`src/rtl/seq_divider_if.sv`:
```
// Start/done handshake and operand/result bundle for the iterative divider.
interface seq_divider_if #(
  parameter int BITS = 8
);
  logic            start;
  logic [BITS-1:0] dividend;
  logic [BITS-1:0] divisor;
  logic            busy;
  logic            done;
  logic [BITS-1:0] quotient;
  logic [BITS-1:0] remainder;
  logic            div_by_zero;

  modport master (
    output start, dividend, divisor,
    input  busy, done, quotient, remainder, div_by_zero
  );

  modport slave (
    input  start, dividend, divisor,
    output busy, done, quotient, remainder, div_by_zero
  );
endinterface

```
`src/rtl/seq_divider.sv`:
```
// Iterative unsigned restoring divider, one quotient bit per clock.
// Trial subtraction is one's-complement addition; its carry-out is the no-borrow flag.
module seq_divider #(
  parameter int BITS = 8
) (
  input  logic         clk,
  input  logic         rst,
  seq_divider_if.slave bus
);
  localparam int CW = $clog2(BITS + 1);

  typedef enum logic [1:0] {IDLE, RUN, DONE} state_t;

  state_t          state, state_nxt;
  logic [BITS:0]   r;
  logic [BITS-1:0] q;
  logic [BITS-1:0] d;
  logic [CW-1:0]   cnt;
  logic [BITS-1:0] quotient;
  logic [BITS-1:0] remainder;
  logic            div_by_zero;
  logic            busy;
  logic            done;
  logic            accept;
  logic            zero_div;
  logic            last;
  logic [BITS:0]   t;
  logic [BITS:0]   s;
  logic            c;
  logic [BITS:0]   r_nxt;
  logic [BITS-1:0] q_nxt;
  logic            r_msb_unused;

  function automatic logic [BITS+1:0] trial_sub(input logic [BITS:0] tv,
                                                input logic [BITS-1:0] dv);
    logic [BITS:0] nd;
    nd = ~{1'b0, dv};
    return {1'b0, tv} + {1'b0, nd} + {{(BITS+1){1'b0}}, 1'b1};
  endfunction

  assign accept   = bus.start && (state != RUN);
  assign zero_div = (bus.divisor == '0);
  assign last     = (cnt == CW'(BITS - 1));

  assign t        = {r[BITS-1:0], q[BITS-1]};
  assign {c, s}   = trial_sub(t, d);
  assign r_nxt    = c ? s : t;
  assign q_nxt    = {q[BITS-2:0], c};
  // The partial remainder always stays below d, so its top bit is never read.
  assign r_msb_unused = r[BITS];

  always_ff @(posedge clk) begin
    if (rst) state <= IDLE;
    else     state <= state_nxt;
  end

  always_comb begin
    state_nxt = state;
    case (state)
      IDLE:    if (accept) state_nxt = zero_div ? DONE : RUN;
      RUN:     if (last)   state_nxt = DONE;
      DONE:    state_nxt = accept ? (zero_div ? DONE : RUN) : IDLE;
      default: state_nxt = IDLE;
    endcase
  end

  always_comb begin
    busy = (state == RUN);
    done = (state == DONE);
  end

  always_ff @(posedge clk) begin
    if (rst) begin
      r           <= '0;
      q           <= '0;
      d           <= '0;
      cnt         <= '0;
      quotient    <= '0;
      remainder   <= '0;
      div_by_zero <= 1'b0;
    end else if (accept) begin
      if (zero_div) begin
        quotient    <= '1;
        remainder   <= bus.dividend;
        div_by_zero <= 1'b1;
      end else begin
        r   <= '0;
        q   <= bus.dividend;
        d   <= bus.divisor;
        cnt <= '0;
      end
    end else if (state == RUN) begin
      r   <= r_nxt;
      q   <= q_nxt;
      cnt <= cnt + CW'(1);
      if (last) begin
        quotient    <= q_nxt;
        remainder   <= r_nxt[BITS-1:0];
        div_by_zero <= 1'b0;
      end
    end
  end

  assign bus.busy        = busy;
  assign bus.done        = done;
  assign bus.quotient    = quotient;
  assign bus.remainder   = remainder;
  assign bus.div_by_zero = div_by_zero;
endmodule

```
`src/flat_wrapper.sv`:
```
// flat-port wrapper written by rule: the top's interface ports become plain ports
module seq_divider_flat 
#(
  parameter int BITS = 8
)
  (clk, rst, bus_start, bus_dividend, bus_divisor, bus_busy, bus_done, bus_quotient, bus_remainder, bus_div_by_zero);
  seq_divider_if #(.BITS(BITS)) bus_i ();
  input  logic clk;
  input  logic rst;
  input wire logic [$bits(bus_i.start)-1:0] bus_start;
  input wire logic [$bits(bus_i.dividend)-1:0] bus_dividend;
  input wire logic [$bits(bus_i.divisor)-1:0] bus_divisor;
  output wire logic [$bits(bus_i.busy)-1:0] bus_busy;
  output wire logic [$bits(bus_i.done)-1:0] bus_done;
  output wire logic [$bits(bus_i.quotient)-1:0] bus_quotient;
  output wire logic [$bits(bus_i.remainder)-1:0] bus_remainder;
  output wire logic [$bits(bus_i.div_by_zero)-1:0] bus_div_by_zero;
  assign bus_i.start = bus_start;
  assign bus_i.dividend = bus_dividend;
  assign bus_i.divisor = bus_divisor;
  assign bus_busy = bus_i.busy;
  assign bus_done = bus_i.done;
  assign bus_quotient = bus_i.quotient;
  assign bus_remainder = bus_i.remainder;
  assign bus_div_by_zero = bus_i.div_by_zero;
  seq_divider #(.BITS(BITS)) u_core (.clk(clk), .rst(rst), .bus(bus_i));
endmodule
```
`config.mk`:
```
export PLATFORM = sky130hd
export DESIGN_NAME = seq_divider_flat
export DESIGN_NICKNAME = d
export VERILOG_FILES = /design/src/rtl/seq_divider_if.sv /design/src/rtl/seq_divider.sv /design/src/flat_wrapper.sv
export SDC_FILE = /design/constraint.sdc
export NUM_CORES = 1
export LEC_CHECK = 0
export CAP_MARGIN = 20
export CORE_ASPECT_RATIO = 1.25
export CORE_UTILIZATION = 54
export DETAILED_ROUTE_END_ITERATION = 12
export PLACE_DENSITY_LB_ADDON = 0.25
export SLEW_MARGIN = 20
export SYNTH_ARGS = -nofsm -noshare
export SYNTH_HDL_FRONTEND = slang
export SYNTH_SLANG_ARGS = --single-unit
```
`constraint.sdc`:
```
create_clock -name clk -period 3.1 [get_ports clk]
set_clock_uncertainty 0.15 [all_clocks]
set_input_delay 0.62 -clock clk [delete_from_list [all_inputs] [get_ports clk]]
set_output_delay 0.62 -clock clk [all_outputs]
set_load 0.01 [all_outputs]
```
-- Yosys cells after proc, flatten, opt, wreduce, memory -nomap -nowiden
Cells that the tools add are included.
- memories: 0
- register bits after elaboration: 47
- bits in writable memories: 0
- memory bits (read-only): 0
- word-level logic and storage cells: 57
- bits of input ports: 19
- latch bits: 0
- output and inout port bits: 19
- shift-type cells: 0
- bitwise logic cells: 2
- $lt $le $gt $ge: 0
- reductions and logical operators: 9
- multiply operators: 0
- $add $sub $neg: 3
- divide/modulo/power cells: 0
- equality and inequality tests: 8
- multiplexer cells: 27
- operators with widths (kind ; count):
    $mux 8 ; 15
    $mux 4 ; 3
    $add 10x1->10 const B ; 1
    $add 9x9->10 ; 1
    $not 8->9 ; 1
    $logic_not 8->1 ; 1
    $mux 2 ; 4
    $ne 2x1->1 const B ; 3
    $pmux 2 s3 ; 1
    $reduce_and 2->1 ; 3
    $add 4x1->4 const B ; 1
    $eq 4x3->1 const B ; 1
    $mux 1 ; 4
    $ne 2x2->1 const B ; 2
    $reduce_bool 2->1 ; 2
    $reduce_and 3->1 ; 1
    $eq 2x1->1 const B ; 1
    $eq 2x2->1 const B ; 1
    $logic_not 2->1 ; 1
    $logic_and 1x1->1 ; 1
    $not 1->1 ; 1

-- Logic depth before layout (Yosys ltp)
Gate-level depths: netlist of run 1.
- depth after elaboration: 7
- depth in mapped cells: 9
- depth with buffers taken out: 9

-- Least setup slack after synthesis of run 1
No wires, ideal clock.
- kind: in2reg
- from: input bus_divisor[7]
- to: register u_core.remainder[0] (netlist: u_core.bus.remainder[0])
- data arrival time: 1.977 ns
- setup time: 0.115 ns
- required time: 2.835 ns
- setup slack: 0.858 ns
- stages: 5
- path buffers: 0
- cells stage by stage: or4_4 -> nor4_4 -> nor4b_1 -> a31o_1 -> a31o_1
- word-level cells in the longest chain between the ends: 3
- ends and longest elaborated chain (what ; line ; source):
    start: declaration ; flat_wrapper.sv:12 ; input wire logic [$bits(bus_i.divisor)-1:0] bus_divisor;
    $logic_not 8->1 ; seq_divider.sv:42 ; assign zero_div = (bus.divisor == '0);
    $ne 2x2->1 (no line) ; -- ;
    $reduce_and 3->1 (no line) ; -- ;
    end signal: assignment ; seq_divider.sv:84 ; remainder <= bus.dividend;
    end signal: assignment ; seq_divider.sv:98 ; remainder <= r_nxt[BITS-1:0];
    end: declaration ; seq_divider.sv:20 ; logic [BITS-1:0] remainder;
Every way passes these cells.
A chain may end at the register's enable or synchronous reset.

-- Final worst setup path of run 1
- from: register u_core.state[1]
- to: output bus_busy
- word-level cells in the longest chain between the ends: 1
- ends and longest elaborated chain (what ; line ; source):
    start: declaration ; seq_divider.sv:14 ; state_t state, state_nxt;
    start signal: assignment ; seq_divider.sv:54 ; else state <= state_nxt;
    $eq 2x1->1 ; seq_divider.sv:68 ; busy = (state == RUN);
    end: declaration ; flat_wrapper.sv:13 ; output wire logic [$bits(bus_i.busy)-1:0] bus_busy;
Every way passes these cells.

==> key figures, run 1 <==
Route
  – DRT Wirelength: 6460 um
  – Routed vias/inst: 6.13
  – Pre-antenna DRT Iters: 4
  – Routed vias: 2508
  – Avg WL per Cell: 15.8 um
  – Initial drt markers: 192
  – Drt drc: 0
  – DRT antenna net count: 0

Timing
  – Measured slew at the worst slew-check pin: 693 ps
  – RSZ-0062 raised after global routing: false
  – Setup TNS Final: 0 ps
  – Rel. slew slack: 0.535
  – Share of the clock period used by the worst path: 0.822
  – Final max-slew violation count: 0
  – Fin crit period: 2550 ps
  – Hold Violations, Final: 0
  – Final Setup Violations: 0
  – Max Fclk: 392 MHz

Clocking
  – CTS tree: built
  – Root Buffer: clkbuf_8
  – Clock slew at reported path FFs: 100 ps
  – H-Tree Depth: 2
  – CTS buffer count: 5
  – Clock sink count: 47
  – Number of buffers added for setup after CTS: 0
  – # resized after CTS: 0
  – # hold bufs at CTS: 0
  – Clock latency on the worst-skew pair: 310 ps
  – CTS max path bufs: 2

GRT
  – Vias in the first global route: 2288
  – Gr usage total: 0.273
  – Initial antenna violation count: 0
  – Grt ovf: 0
  – First-pass GRT wire length: 10500 um
  – Largest net degree at the start of global routing: 28

Finish
  – Layout cell share with drive strength beyond 1: 0.0627
  – Layout net count: 379
  – Footprint of the multi-input gates: 1430 um2
  – Fin util: 0.690
  – Layout overhead on the synthesized area: 22.6%
  – Diodes inserted: 0
  – Finished Cell Area: 3050 um2
  – Seq. cell area: 941 um2
  – Fill cell count: 366

Placement
  – Buffers added on ports: 37
  – Placer congestion estimate: 0.894
  – Final HPWL DP: 4920 um
  – DP Area: 2920 um2

Synthesis
  – Multiplexer area fraction after synthesis: 0.00854
  – Ys flop type: dfxtp_1
  – Xor-xnor portion of the synthesized cell area: 0.0141
  – Synth top area share: 0.378
  – Compound-cell area share of the yosys netlist: 0.231
  – Syn. warnings: 0
  – Synth async-reset ratio: 0
  – Post-synthesis cell count: 315
  – Most frequent cells after synthesis: nand2_1, dfxtp_1, nor2_1
  – Adder-cell share of the synthesized area: 0.0532
  – Number of flops mapped to enable cells by yosys: 0
  – Avg Cell Area, Syn: 7.91 um2
  – Most frequent cell after synthesis: nand2_1
  – Syn_nets: 344
  – Post-synth top area cell: dfxtp_1
  – Distinct cells, synth: 51
  – Synthesized area: 2490 um2
  – Top cells by area, synth: dfxtp_1, nand2_1, ha_1, a31oi_1, nor2_1
  – Simple-gate share of the synthesized area: 0.268
  – #FFs+latches synth: 47
  – Seq/Total Area, Yosys: 0.378
  – Main combinational cell family by area after synthesis: simple AND/OR/NAND/NOR gates

Floorplan
  – CORE AREA: 4430 um2
  – IO Pins: 38
  – # rows: 27
  – Initial core utilization: 0.563
  – Die area: 4890 um2
  – Die height: 77.9 um
  – Die span in x: 62.8 um

Critical path
  – Startpoint types: register
  – Crit path max fanout: 13
  – Setup CP Type: reg2out
  – Critical path capture point type: output pin
  – Data arrival, critical path: 1780 ps
  – Worst endpoint required time: 2330 ps

Pwr
  – Overall power: 1.67 mW
  – Leak: 1.11 nW
  – Maximum vdd drop: 0.302 mV
  – PwrDens: 548 nW/um2

Job
  – Max cap viols: 0

Min path
  – Hold Path Class: reg2reg

Run status
  – Status: finished, final reports clean
==> state kept, by name (all words and copies together), names as in the netlist <==
register / count
u_core.cnt: 4
u_core.q: 8
u_core.bus.remainder: 8
u_core.state: 2
u_core.d: 8
u_core.r: 8
u_core.bus.div_by_zero: 1
u_core.bus.quotient: 8
==> layout by cell type, fill, tap and decap left out, types with 3 or more instances in the layout <==
cell type        instances
a31oi_1                 16
o21ai_0                  5
nor2_1                  26
ha_1                     9
o211ai_1                 5
inv_1                   14
nor3_1                  13
xnor2_1                  3
a311oi_1                 7
a21o_1                   3
nor2b_1                  3
nor4b_1                  6
a22oi_1                  3
a21oi_1                 19
dfxtp_1                 47
nand4_1                  7
buf_4                    6
o31ai_1                  5
clkbuf_8                 5
nand3_1                  9
nand2_1                 63
clkdlybuf4s50_1         37
==> through the flow <==
stage	cells	setup WS, ps	hold WS (ps)
after global placement	401	287	294
after global routing	409	435	333
final	409	550	307
after detailed placement	401	253	298
after CTS	409	568	311
after floorplan	315	858	286
==> critical path, stage by stage (launching register included) <==
cell and delay (ps):
dfxtp_1 330, nand2b_2 270, clkinv_1 310, clkdlybuf4s50_1 570
==> power breakdown <==
part           total (mW)  switching, mW  internal, mW
logic               0.471          0.295         0.176
clock network       0.538          0.217         0.322
registers           0.663         0.0275         0.635
total                1.67          0.539          1.13
==> cell type report <==
type	count	share of cell area
multi-input cells	238	0.469
flip-flops and latches	47	0.308
repair buffers	43	0.136
well taps	58	0.0238
clock buffers	5	0.0225
clock inverters	3	0.0221
inverters	15	0.0184
==> cells by family after synthesis <==
family,count (synthesis)
and+or+nand+nor,140
AOI/OAI and AO/OA,82
xor gates and xnor gates,4
buffers and inverters,30
muxes,2
adders and majority gates,10
DFF,47
==> routing by layer <==
layer,GRT usage,up-vias,share of wire
met3,0.0515,14,0.055
met4,0.123,0,0.032
met5,0,-,0
li1,-,1217,-
met2,0.474,98,0.51
met1,0.322,1179,0.40
==> path summary, 6_finish.rpt <==
kind | cells past startpoint | to | from | slack (ps)
worst max-delay path | 3 | bus_busy | u_core.state[1] | 550
worst min-delay path | 2 | u_core.d[1] | u_core.d[1] | 310
worst max register to register | 8 | u_core.r[6] | u_core.d[0] | 630
worst min register to register | 2 | u_core.d[1] | u_core.d[1] | 310
Power figures use the tool's default switching activity.
==> run 2: changes to the inputs <==
CORE_UTILIZATION = 48   (was 54)
clock period = 2.1 ns   (was 3.1 ns; I/O delays follow)
==> run 2 against run 1 <==
Compared with the run above: the run now ends with setup timing left; critical path depth is 6 higher; utilization is 4.0 points higher; non-clock buffer count is 49 higher; first-iteration DRC count is 22% lower; sequential cell count stayed put; largest cell class unchanged; combinational power is 120% higher; hold slack better by 2.7 ps; count of clock-buffer cells in the layout stayed put; cell area is 16% higher; setup slack worse by 620 ps; sequential share of layout area is 4.2 points lower; largest power group is now combinational logic.
==> key figures, run 2 (synthesis gave the netlist of run 1 again) <==
Floorplan
  – Die area: 5480 um2 (+12%)
  – Initial core utilization: 0.512 (-0.0513)
  – Die height: 82.5 um (+5.9%)
  – Die span in x: 66.4 um (+5.9%)
  – IO Pins: 38 (unchanged)
  – # rows: 28 (+3.7%)
  – CORE AREA: 4870 um2 (+10%)

Job
  – Max cap viols: 0 (unchanged)

Pwr
  – Sw Ratio: 0.339 (+0.0172)
  – Overall power: 2.68 mW (+60%)
  – Seq pwr share: 0.366 (-0.030)
  – NetSw: 0.911 mW (+69%)
  – Maximum vdd drop: 0.493 mV (+63%)
  – Comb pwr share: 0.380 (+0.098)
  – Leak: 1.42 nW (+28%)
  – PwrDens: 755 nW/um2 (+38%)
  – Internal power: 1.77 mW (+56%)
  – Clock Power Share: 0.254 (-0.068)

GRT
  – Initial antenna violation count: 0 (unchanged)
  – Vias in the first global route: 2479 (+8.3%)
  – First-pass GRT wire length: 11300 um (+6.9%)
  – Largest net degree at the start of global routing: 21 (-25%)
  – Gr usage total: 0.272 (-0.000778)
  – Grt ovf: 0 (unchanged)

Clocking
  – Clock latency on the worst-skew pair: 310 ps (about the same)
  – CTS tree: built
  – Root Buffer: clkbuf_8
  – Clock slew at reported path FFs: 90 ps (about the same)
  – CTS max path bufs: 2 (unchanged)
  – H-Tree Depth: 2 (unchanged)
  – Clock sink count: 47 (unchanged)
  – CTS buffer count: 5 (unchanged)
  – # hold bufs at CTS: 0 (unchanged)

Min path
  – Hold Path Class: reg2reg
  – Hold depth: 2 (unchanged)
  – Min-delay src: u_core.d[3]
  – Worst Hold Endpoint: u_core.d[3]

Critical path
  – CP Cell Sequence: inv_2 -> ha_4 -> inv_2 -> fa_2 -> a211o_1 -> o211ai_1 -> mux2_4 -> o22ai_4 -> o211ai_1
  – Data arrival, critical path: 2210 ps (+430 ps)
  – Crit path largest cell delay: 350 ps (-220 ps)
  – Reg2reg start: u_core.q[7]
  – Startpoint types: register
  – Crit path max-delay family: compound AO/OA/AOI/OAI gates
  – Reg2Reg Depth: 9 (+1)
  – Crit path max fanout: 2 (-11)
  – Critical path capture point type: register
  – Slowest CP cell: mux2_4
  – Worst endpoint required time: 2140 ps (-190 ps)
  – Reg-to-reg slack, setup: -70 ps (-700 ps)
  – R2R Path End: u_core.r[6]
  – Setup CP Type: reg2reg
  – Buffers and inverters on the worst path: 2 (unchanged)

Finish
  – Layout overhead on the synthesized area: 42.7%
  – Layout net count: 429 (+13%)
  – Fill cell count: 391 (+6.8%)
  – Diodes inserted: 0 (unchanged)
  – Commonest non-fill, non-tap cells in the layout: nand2_1, buf_4, dfxtp_1
  – Commonest non-fill, non-tap cell in the layout: nand2_1
  – Layout cell share with drive strength beyond 1: 0.237 (+0.174)

Placement
  – Placer congestion estimate: 0.899 (+0.55%)
  – Final HPWL DP: 5320 um (+8.1%)
  – Buffers added on ports: 37 (unchanged)

Route
  – Pre-antenna DRT Iters: 5 (+1)
  – Avg WL per Cell: 15.5 um (-2.0%)
  – DRT antenna net count: 0 (unchanged)
  – DRT Wirelength: 7140 um (+10%)
  – Routed vias/inst: 5.81 (-5.3%)
  – Routed vias: 2678 (+6.8%)
  – Initial drt markers: 149 (-22%)
  – Drt drc: 0 (unchanged)

Timing
  – Final Setup Violations: 2 (+2)
  – Setup TNS Final: -104 ps (-104 ps)
  – Hold Violations, Final: 0 (unchanged)
  – Fin crit period: 2170 ps
  – Rel. slew slack: 0.726 (+0.191)
  – Max Fclk: 461 MHz
  – Share of the clock period used by the worst path: 1.03
  – Measured slew at the worst slew-check pin: 408 ps (-285 ps)
  – Final worst slack: -67.3 ps (-618 ps)
  – RSZ-0062 raised after global routing: true
  – Final max-slew violation count: 0 (unchanged)

Run status
  – Violated checks: setup timing
  – Status: finished with violations
## run 2: routing by layer
metal  track usage  share of wire  up-vias
li1              -              -     1314
met5             0              0        -
met3        0.0426          0.052       16
met4         0.138          0.032        0
met1         0.303           0.40     1248
met2         0.496           0.52      100
## run 2: through the flow
stage	area, um2	utilization	instances	setup WS (ps)	hold slack, ps
after floorplan	2500	-	315	1.67	286
after global placement	3250	0.668	446	-408	294
after detailed placement	3250	0.668	446	-440	297
after CTS	3460	0.710	459	-58.9	309
after global routing	3560	0.730	461	-175	338
final	3560	0.730	461	-67.3	310
## run 2: worst reg2reg max path, stage by stage, from the launching register on
cell	delay (ps)
dfxtp_2	340
inv_2	80
ha_4	140
inv_2	30
fa_2	330
a211o_1	270
o211ai_1	130
mux2_4	350
o22ai_4	120
o211ai_1	110
## run 2: cell type report
cell class,count,area (um2),share of cell area
clock buffer,5,68.8,0.0194
inverter,15,56.3,0.0158
multi-input combinational,239,1570,0.441
tap,60,75.1,0.0211
timing repair buffer,92,796,0.224
sequential,47,946,0.266
clock inverter,3,46.3,0.0130
## run 2: power groups by stage
stage	sequential (mW)	combinational (mW)	clock, mW
2_1_floorplan	0.986	0.511	0
3_3_place_gp	0.993	0.801	0
3_5_place_dp	0.996	0.822	0
4_1_cts	0.978	0.932	0.685
5_1_grt	0.988	1.09	0.726
6_report	0.982	1.02	0.681
## run 2: timing repair
| item | CTS | global route |
|---|---|---|
| gates cloned | 1 | 0 |
| setup buffers | 4 | 2 |
| endpoints found under the setup margin | 23 | 29 |
| pin swaps | 8 | 4 |
| hold endpoints to repair | 0 | 0 |
| gates resized for setup | 23 | 19 |
## run 2: worst max path at each step
stage,from,to,slack (ps),cells past startpoint
floorplan,u_core.d[1],u_core.r[0],2,8
global placement,bus_divisor[3],u_core.bus.remainder[0],-410,7
detailed placement,bus_divisor[3],u_core.bus.remainder[0],-440,7
CTS,u_core.q[7],u_core.r[6],-60,9
global route,u_core.q[7],u_core.r[6],-180,9
finish,u_core.q[7],u_core.r[6],-70,9
